File: config.mk
export PLATFORM = sky130hd
export DESIGN_NAME = int_ctrl
export DESIGN_NICKNAME = d
export VERILOG_FILES = /design/src/rtl/int_ctrl_pkg.sv /design/src/rtl/int_ctrl_lsb_onehot.sv /design/src/rtl/int_ctrl.sv
export SDC_FILE = /design/constraint.sdc
export NUM_CORES = 1
export LEC_CHECK = 0
export CAP_MARGIN = 20
export CORE_AREA = 3 3 88 57
export DETAILED_ROUTE_END_ITERATION = 7
export DIE_AREA = 0 0 91 60
export PLACE_DENSITY = 0.85
export SETUP_SLACK_MARGIN = 0.02
export SLEW_MARGIN = 20
export SYNTH_ARGS = -nofsm -noshare
export SYNTH_HDL_FRONTEND = slang
export SYNTH_HIERARCHICAL = 1
export SYNTH_SLANG_ARGS = --single-unit
File: constraint.sdc
create_clock -name clk -period 1.9 [get_ports clk]
set_input_delay 0.475 -clock clk [delete_from_list [all_inputs] [get_ports clk]]
set_output_delay 0.475 -clock clk [all_outputs]
set_load 0.03 [all_outputs]
File: src/rtl/int_ctrl_pkg.sv
// Shared interrupt-controller definitions: line count, overflow bit and the
// positions of the entry/return strobe fields inside the CU control word.
package int_ctrl_pkg;
  localparam int N_IRQ     = 8;
  localparam int OVF_BIT   = 0;
  localparam int CALLI_MSB = 30;
  localparam int CALLI_LSB = 23;
  localparam int RETI_MSB  = 22;
  localparam int RETI_LSB  = 15;

  typedef logic [N_IRQ-1:0] irq_vec_t;
endpackage

File: src/rtl/int_ctrl_lsb_onehot.sv
// Isolates the lowest set bit of a vector as a one-hot value (0 when input is 0).
module lsb_onehot
  import int_ctrl_pkg::*;
(
  input  irq_vec_t x_i,
  output irq_vec_t y_o
);
  assign y_o = x_i & (~x_i + irq_vec_t'(1));
endmodule

File: src/rtl/int_ctrl.sv
// Interrupt controller: synchronises external requests, tracks pending, in-service
// and overrun state, and presents the highest-priority pending/active lines to the CU.
module int_ctrl
  import int_ctrl_pkg::*;
#(
  parameter int SYNC_STAGES = 2,
  parameter int EDGE_MODE   = 1
) (
  input  logic     clk,
  input  logic     reset,
  input  irq_vec_t irq,
  input  irq_vec_t irq_en,
  input  irq_vec_t s_calli,
  input  irq_vec_t s_reti,
  output irq_vec_t min_bit_s,
  output irq_vec_t min_bit_a,
  output irq_vec_t pending_o,
  output irq_vec_t overrun_o
);
  irq_vec_t sync_q [SYNC_STAGES];
  irq_vec_t irq_s, irq_s_q, new_ev;
  irq_vec_t pending_q, pending_d;
  irq_vec_t in_service_q, in_service_d;
  irq_vec_t overrun_q, overrun_d;
  irq_vec_t pres_s;

  always_ff @(posedge clk) begin
    if (!reset) begin
      for (int i = 0; i < SYNC_STAGES; i++) sync_q[i] <= '0;
      irq_s_q <= '0;
    end else begin
      sync_q[0] <= irq;
      for (int i = 1; i < SYNC_STAGES; i++) sync_q[i] <= sync_q[i-1];
      irq_s_q <= irq_s;
    end
  end

  assign irq_s  = sync_q[SYNC_STAGES-1];
  assign new_ev = (EDGE_MODE != 0) ? (irq_s & ~irq_s_q) : irq_s;

  // A new event on a bit being entered this cycle survives the clear.
  always_comb begin
    pending_d    = (pending_q & ~s_calli) | new_ev;
    in_service_d = (in_service_q & ~s_reti) | s_calli;
    overrun_d    = overrun_q | (new_ev & pending_q & ~s_calli);
  end

  always_ff @(posedge clk) begin
    if (!reset) begin
      pending_q    <= '0;
      in_service_q <= '0;
      overrun_q    <= '0;
    end else begin
      pending_q    <= pending_d;
      in_service_q <= in_service_d;
      overrun_q    <= overrun_d;
    end
  end

  // Outputs depend on registers only, so no loop forms through the CU strobes.
  assign pres_s = pending_q & irq_en;

  lsb_onehot u_min_s (.x_i(pres_s),       .y_o(min_bit_s));
  lsb_onehot u_min_a (.x_i(in_service_q), .y_o(min_bit_a));

  assign pending_o = pending_q;
  assign overrun_o = overrun_q;
endmodule
Word level (Yosys, flattened, before mapping)

Memory sizes are Yosys's and may differ from the RTL's.
Index checks and enable logic that the tools add are counted.

Register bits after elaboration: 32
Latch bits: 0
RAM bits: 16
Memory bits (read-only): 0
Output and inout bits: 32
Logic and storage cells: 29
Memories kept: 1

Add/subtract/negate cells: 2
$mul: 0
Divide/modulo/power cells: 0
$lt $le $gt $ge: 0
Eq/ne operators: 0
Shifts and indexed selects: 0
Mux-type cells: 4
Bitwise operators: 18
Reductions and logical operators: 0

Memories:

| name   | depth | bits a word | read ports | clocked after memory_dff | wr ports | RTL line       | source |
|---|---|---|---|---|---|---|---|
| sync_q | 2     | 8           | 2          | 0                        | 2        | int_ctrl.sv:20 | `irq_vec_t sync_q [SYNC_STAGES];` |

Operator list:

| kind                | count |
|---|---|
| $and 8x8->8         | 8 |
| $not 8->8           | 5 |
| $or 8x8->8          | 3 |
| $add 8x1->8 const B | 2 |
| $mux 8              | 2 |
| $mux 1              | 2 |
| $or 1x1->1          | 2 |

Depth between registers and ports, before layout

Depth after elaboration: 5
Depth in mapped cells: 3
Depth with buffers taken out: 3

Cells and area by module

The synthesis kept the hierarchy.

By module, submodules not included:

| module     | times used | cells each | area an instance (sq um) | sequential area each (sq um) |
|---|---|---|---|---|
| int_ctrl   | 1          | 141        | 1626.6                   | 960.9 |
| lsb_onehot | 2          | 10         | 83.8                     | 0.0 |

Worst setup path after synthesis

OpenSTA, ideal clock, no wires.

Kind: reg-to-output
From: register pending_q[0], in the netlist pending_o[0]
To: output min_bit_s[3]
Arrival: 1.741 ns
Setup slack: -0.316 ns
Stages on the path, launching flop included: 3
Path buffers: 0
Cell sequence: dfxtp_1 > and2_1 > nor4b_1

Cells in the longest elaborated chain, start to end: 4

Ends and longest elaborated chain:

| element                  | RTL line                 | source |
|---|---|---|
| start: declaration       | int_ctrl.sv:22           | `irq_vec_t pending_q, pending_d;` |
| start signal: assignment | int_ctrl.sv:54           | `pending_q <= pending_d;` |
| $and 8x8->8              | int_ctrl.sv:61           | `assign pres_s = pending_q & irq_en;` |
| named net pres_s[0]      | int_ctrl.sv:25           | `irq_vec_t pres_s;` |
| $not 8->8                | int_ctrl_lsb_onehot.sv:8 | `assign y_o = x_i & (~x_i + irq_vec_t'(1));` |
| $add 8x1->8              | int_ctrl_lsb_onehot.sv:8 |  |
| $and 8x8->8              | int_ctrl_lsb_onehot.sv:8 |  |
| end: declaration         | int_ctrl.sv:15           | `output irq_vec_t min_bit_s,` |

The timed path passes the listed nets, and every way through them passes these cells.

Worst setup path in the final report

From: input irq_en[5]
To: output min_bit_s[7]

Cells in the longest elaborated chain, start to end: 4

Ends and longest elaborated chain:

| element             | RTL line                 | source |
|---|---|---|
| start: declaration  | int_ctrl.sv:12           | `input irq_vec_t irq_en,` |
| $and 8x8->8         | int_ctrl.sv:61           |  |
| named net pres_s[5] | int_ctrl.sv:25           |  |
| $not 8->8           | int_ctrl_lsb_onehot.sv:8 |  |
| $add 8x1->8         | int_ctrl_lsb_onehot.sv:8 |  |
| $and 8x8->8         | int_ctrl_lsb_onehot.sv:8 |  |

The timed path passes the listed nets, and every way through them passes these cells.

==> flow_summary.ini <==
[floorplanning]
die-area_um2 = 5460
core_um2 = 4140
rows = 18
die_x_um = 91
die_h_um = 60
ios = 66
start_util_pct = 43.3

[routing]
firstDrtPassIters = 4
vias_per_cell = 4.54
post_drt_wl_per_cell_um = 13.2
drtAntennaViolNets = 0
vias = 1349
totalWireLength_um = 3930
drc = 0
dr.first_iter.drc_count = 30

[critical_path]
startpoint_type = primary input
end_kind = output port
cp-endpoint = min_bit_s[7]
required_ns = 1.42
cp-startpoint = irq_en[5]
reg2reg_to = overrun_o[0]
worstSetupPathType = in -> out
r2r_start = pending_o[0]
rr_worst_depth = 3
worst-path-max-fanout = 2
reg2reg_slack_ns = 0.97
arrival_ns = 1.53

[power_and_ir_drop]
cellLeakagePower_nw = 1.15
power_mw = 1.93
power.density_nw_per_um2 = 715
ir_drop_mv = 0.588

[yosys]
synth_seq_cells = 48
synth_top_family_by_area = simple AND/OR/NAND/NOR gates
synth_top_area_share_pct = 53.6
synth-seq-area-share_pct = 53.6
yosys-top-cells-area = dfxtp_1 54%, and2_1 11%, o21a_1 6.7%
yosysUniqueCellTypes = 21
synth_compound_area_share_pct = 10.0
synthMuxAreaShare_pct = 0
yosysWarnings = 6
synth_xor_area_share_pct = 0
synth_area_um2 = 1790
yosys.area_share.simple_pct = 33.1
synth_area_per_cell_um2 = 11.1
syn-instance-count = 161
yosys.area.top_type = dfxtp_1
post_synth_fa_ha_maj_area_fraction_pct = 0
syn_nets = 195

[global_routing]
grt_max_degree = 34
antenna_found_initial = 0
grt_overflow = 0
grt_pass1_wl_um = 6290
grt_pass1_vias = 1309
grt_usage_pct = 14.9

[finish]
final_common_cell = dfxtp_1
final_cell_area_um2 = 2700
drive_gt1_share_pct = 25.3
postLayoutCoreUtil_pct = 65.1
syn2layout_area_growth_pct = 50.3
n_antenna_cell = 0
final_cell_mix = 43 x dfxtp_1, 39 x clkdlybuf4s50_1, 27 x and2_1
final_nets = 270

[job]
drv.max_cap_violation_count = 0

[outcome]
violations = setup timing
status = finished, violations left

[timing]
fmax_ghz = 0.499
finalCriticalPeriod_ns = 2.00
final-hold-violation-count = 0
setup_viol = 4
tightest_slew_ns = 0.349
maxSlewViolCount = 0
skew_ns = 0.00701
worst_slack_ns = -0.102
rsz0062_at_grt = yes
relSlewSlack_pct = 76.7
min_period_over_period_pct = 105

[clock_network]
insertion_delay_ns = 0.29
numCtsBuffers = 5
cts_sinks = 48
hold_buffers = 0
root_buffer = clkbuf_8
h-tree-depth = 2
clock_path_buffers = 2
cts_tree = built
clk_pin_slew_ns = 0.08

[placement]
dp_hpwl_um = 2930
io_buffers = 65
post_dp_cell_area_um2 = 2490
gp_congestion = 0.684

[min_path]
worstHoldStart = sync_q[0][3]
hp-class = reg -> reg
==> worst min-delay path by stage <==
stage	end	slack (ns)	depth (start not counted)
6_report	sync_q[0][11]	0.44	1
5_1_grt	sync_q[0][12]	0.46	1
3_3_place_gp	sync_q[0][15]	0.41	1
2_1_floorplan	sync_q[0][10]	0.41	1
4_1_cts	sync_q[0][8]	0.44	1
3_5_place_dp	sync_q[0][8]	0.42	1
==> kinds of logic (layout without fill, tap and decap cells) <==
family | count (synthesis) | in the layout
compound gates | 24 | 24
buf+inv | 7 | 83
flops | 48 | 48
simple gates | 82 | 82
==> flip-flops by register name, summed over array words and instances (netlist names) <==
register and flops:
in_service_q 8, irq_s_q 8, overrun_o 8, pending_o 8
sync_q 16
==> cell usage after synthesis (all sizes together) <==
cell and n:
and2b 2, nor2b 8, dfxtp 48, nor3b 2
or2b 1, nor4 2, and4bb 4, buf 5
nor4b 2, a21boi 8, and3 2, and4b 2
and3b 2, nor2 2, clkbuf 2, nand2b 15
o21a 16, nor4bb 4, and2 34
==> power breakdown <==
group,internal (mW),leakage (nW),total [mW],switching [mW]
sequential,1.04,0.396,1.07,0.0263
combinational,0.147,0.707,0.249,0.102
clock,0.291,0.0510,0.608,0.317
==> critical path, cell delays in order <==
cell	delay, ns
clkdlybuf4s50_1	0.40
and2_1	0.18
nor2_1	0.11
and4b_1	0.23
buf_6	0.14
==> layer usage <==
layer	track usage [%]	share of wire, %
met2	23.0	43
met3	4.53	5.6
met5	0	0
met1	20.0	51
met4	5.15	0.48
==> cell type report <==
| cell class | count | area (um^2) |
|---|---|---|
| well taps | 60 | 75.1 |
| flip-flops and latches | 48 | 970 |
| repair buffers | 75 | 719 |
| clock buffers | 6 | 82.6 |
| fillers | 344 | 1450 |
| multi-input cells | 106 | 840 |
| clock inverters | 2 | 10.0 |
==> what timing repair did <==
item                                    4_1_cts  5_1_grt
buffers inserted                              3        1
pin swaps                                     7        6
resized for setup                            30       21
hold endpoints to repair                      0        0
endpoints found under the setup margin       16       16
==> metrics by stage <==
stage          setup WS (ns)  instances  hold slack (ns)  setup TNS [ns]
2_1_floorplan         0.0300        161            0.412               0
3_3_place_gp          -0.363        285            0.415           -1.82
3_5_place_dp          -0.391        285            0.419           -1.94
4_1_cts               -0.108        296            0.437          -0.284
5_1_grt               -0.174        297            0.460          -0.589
6_report              -0.102        297            0.439          -0.222
(Power assumes the default switching activity.)
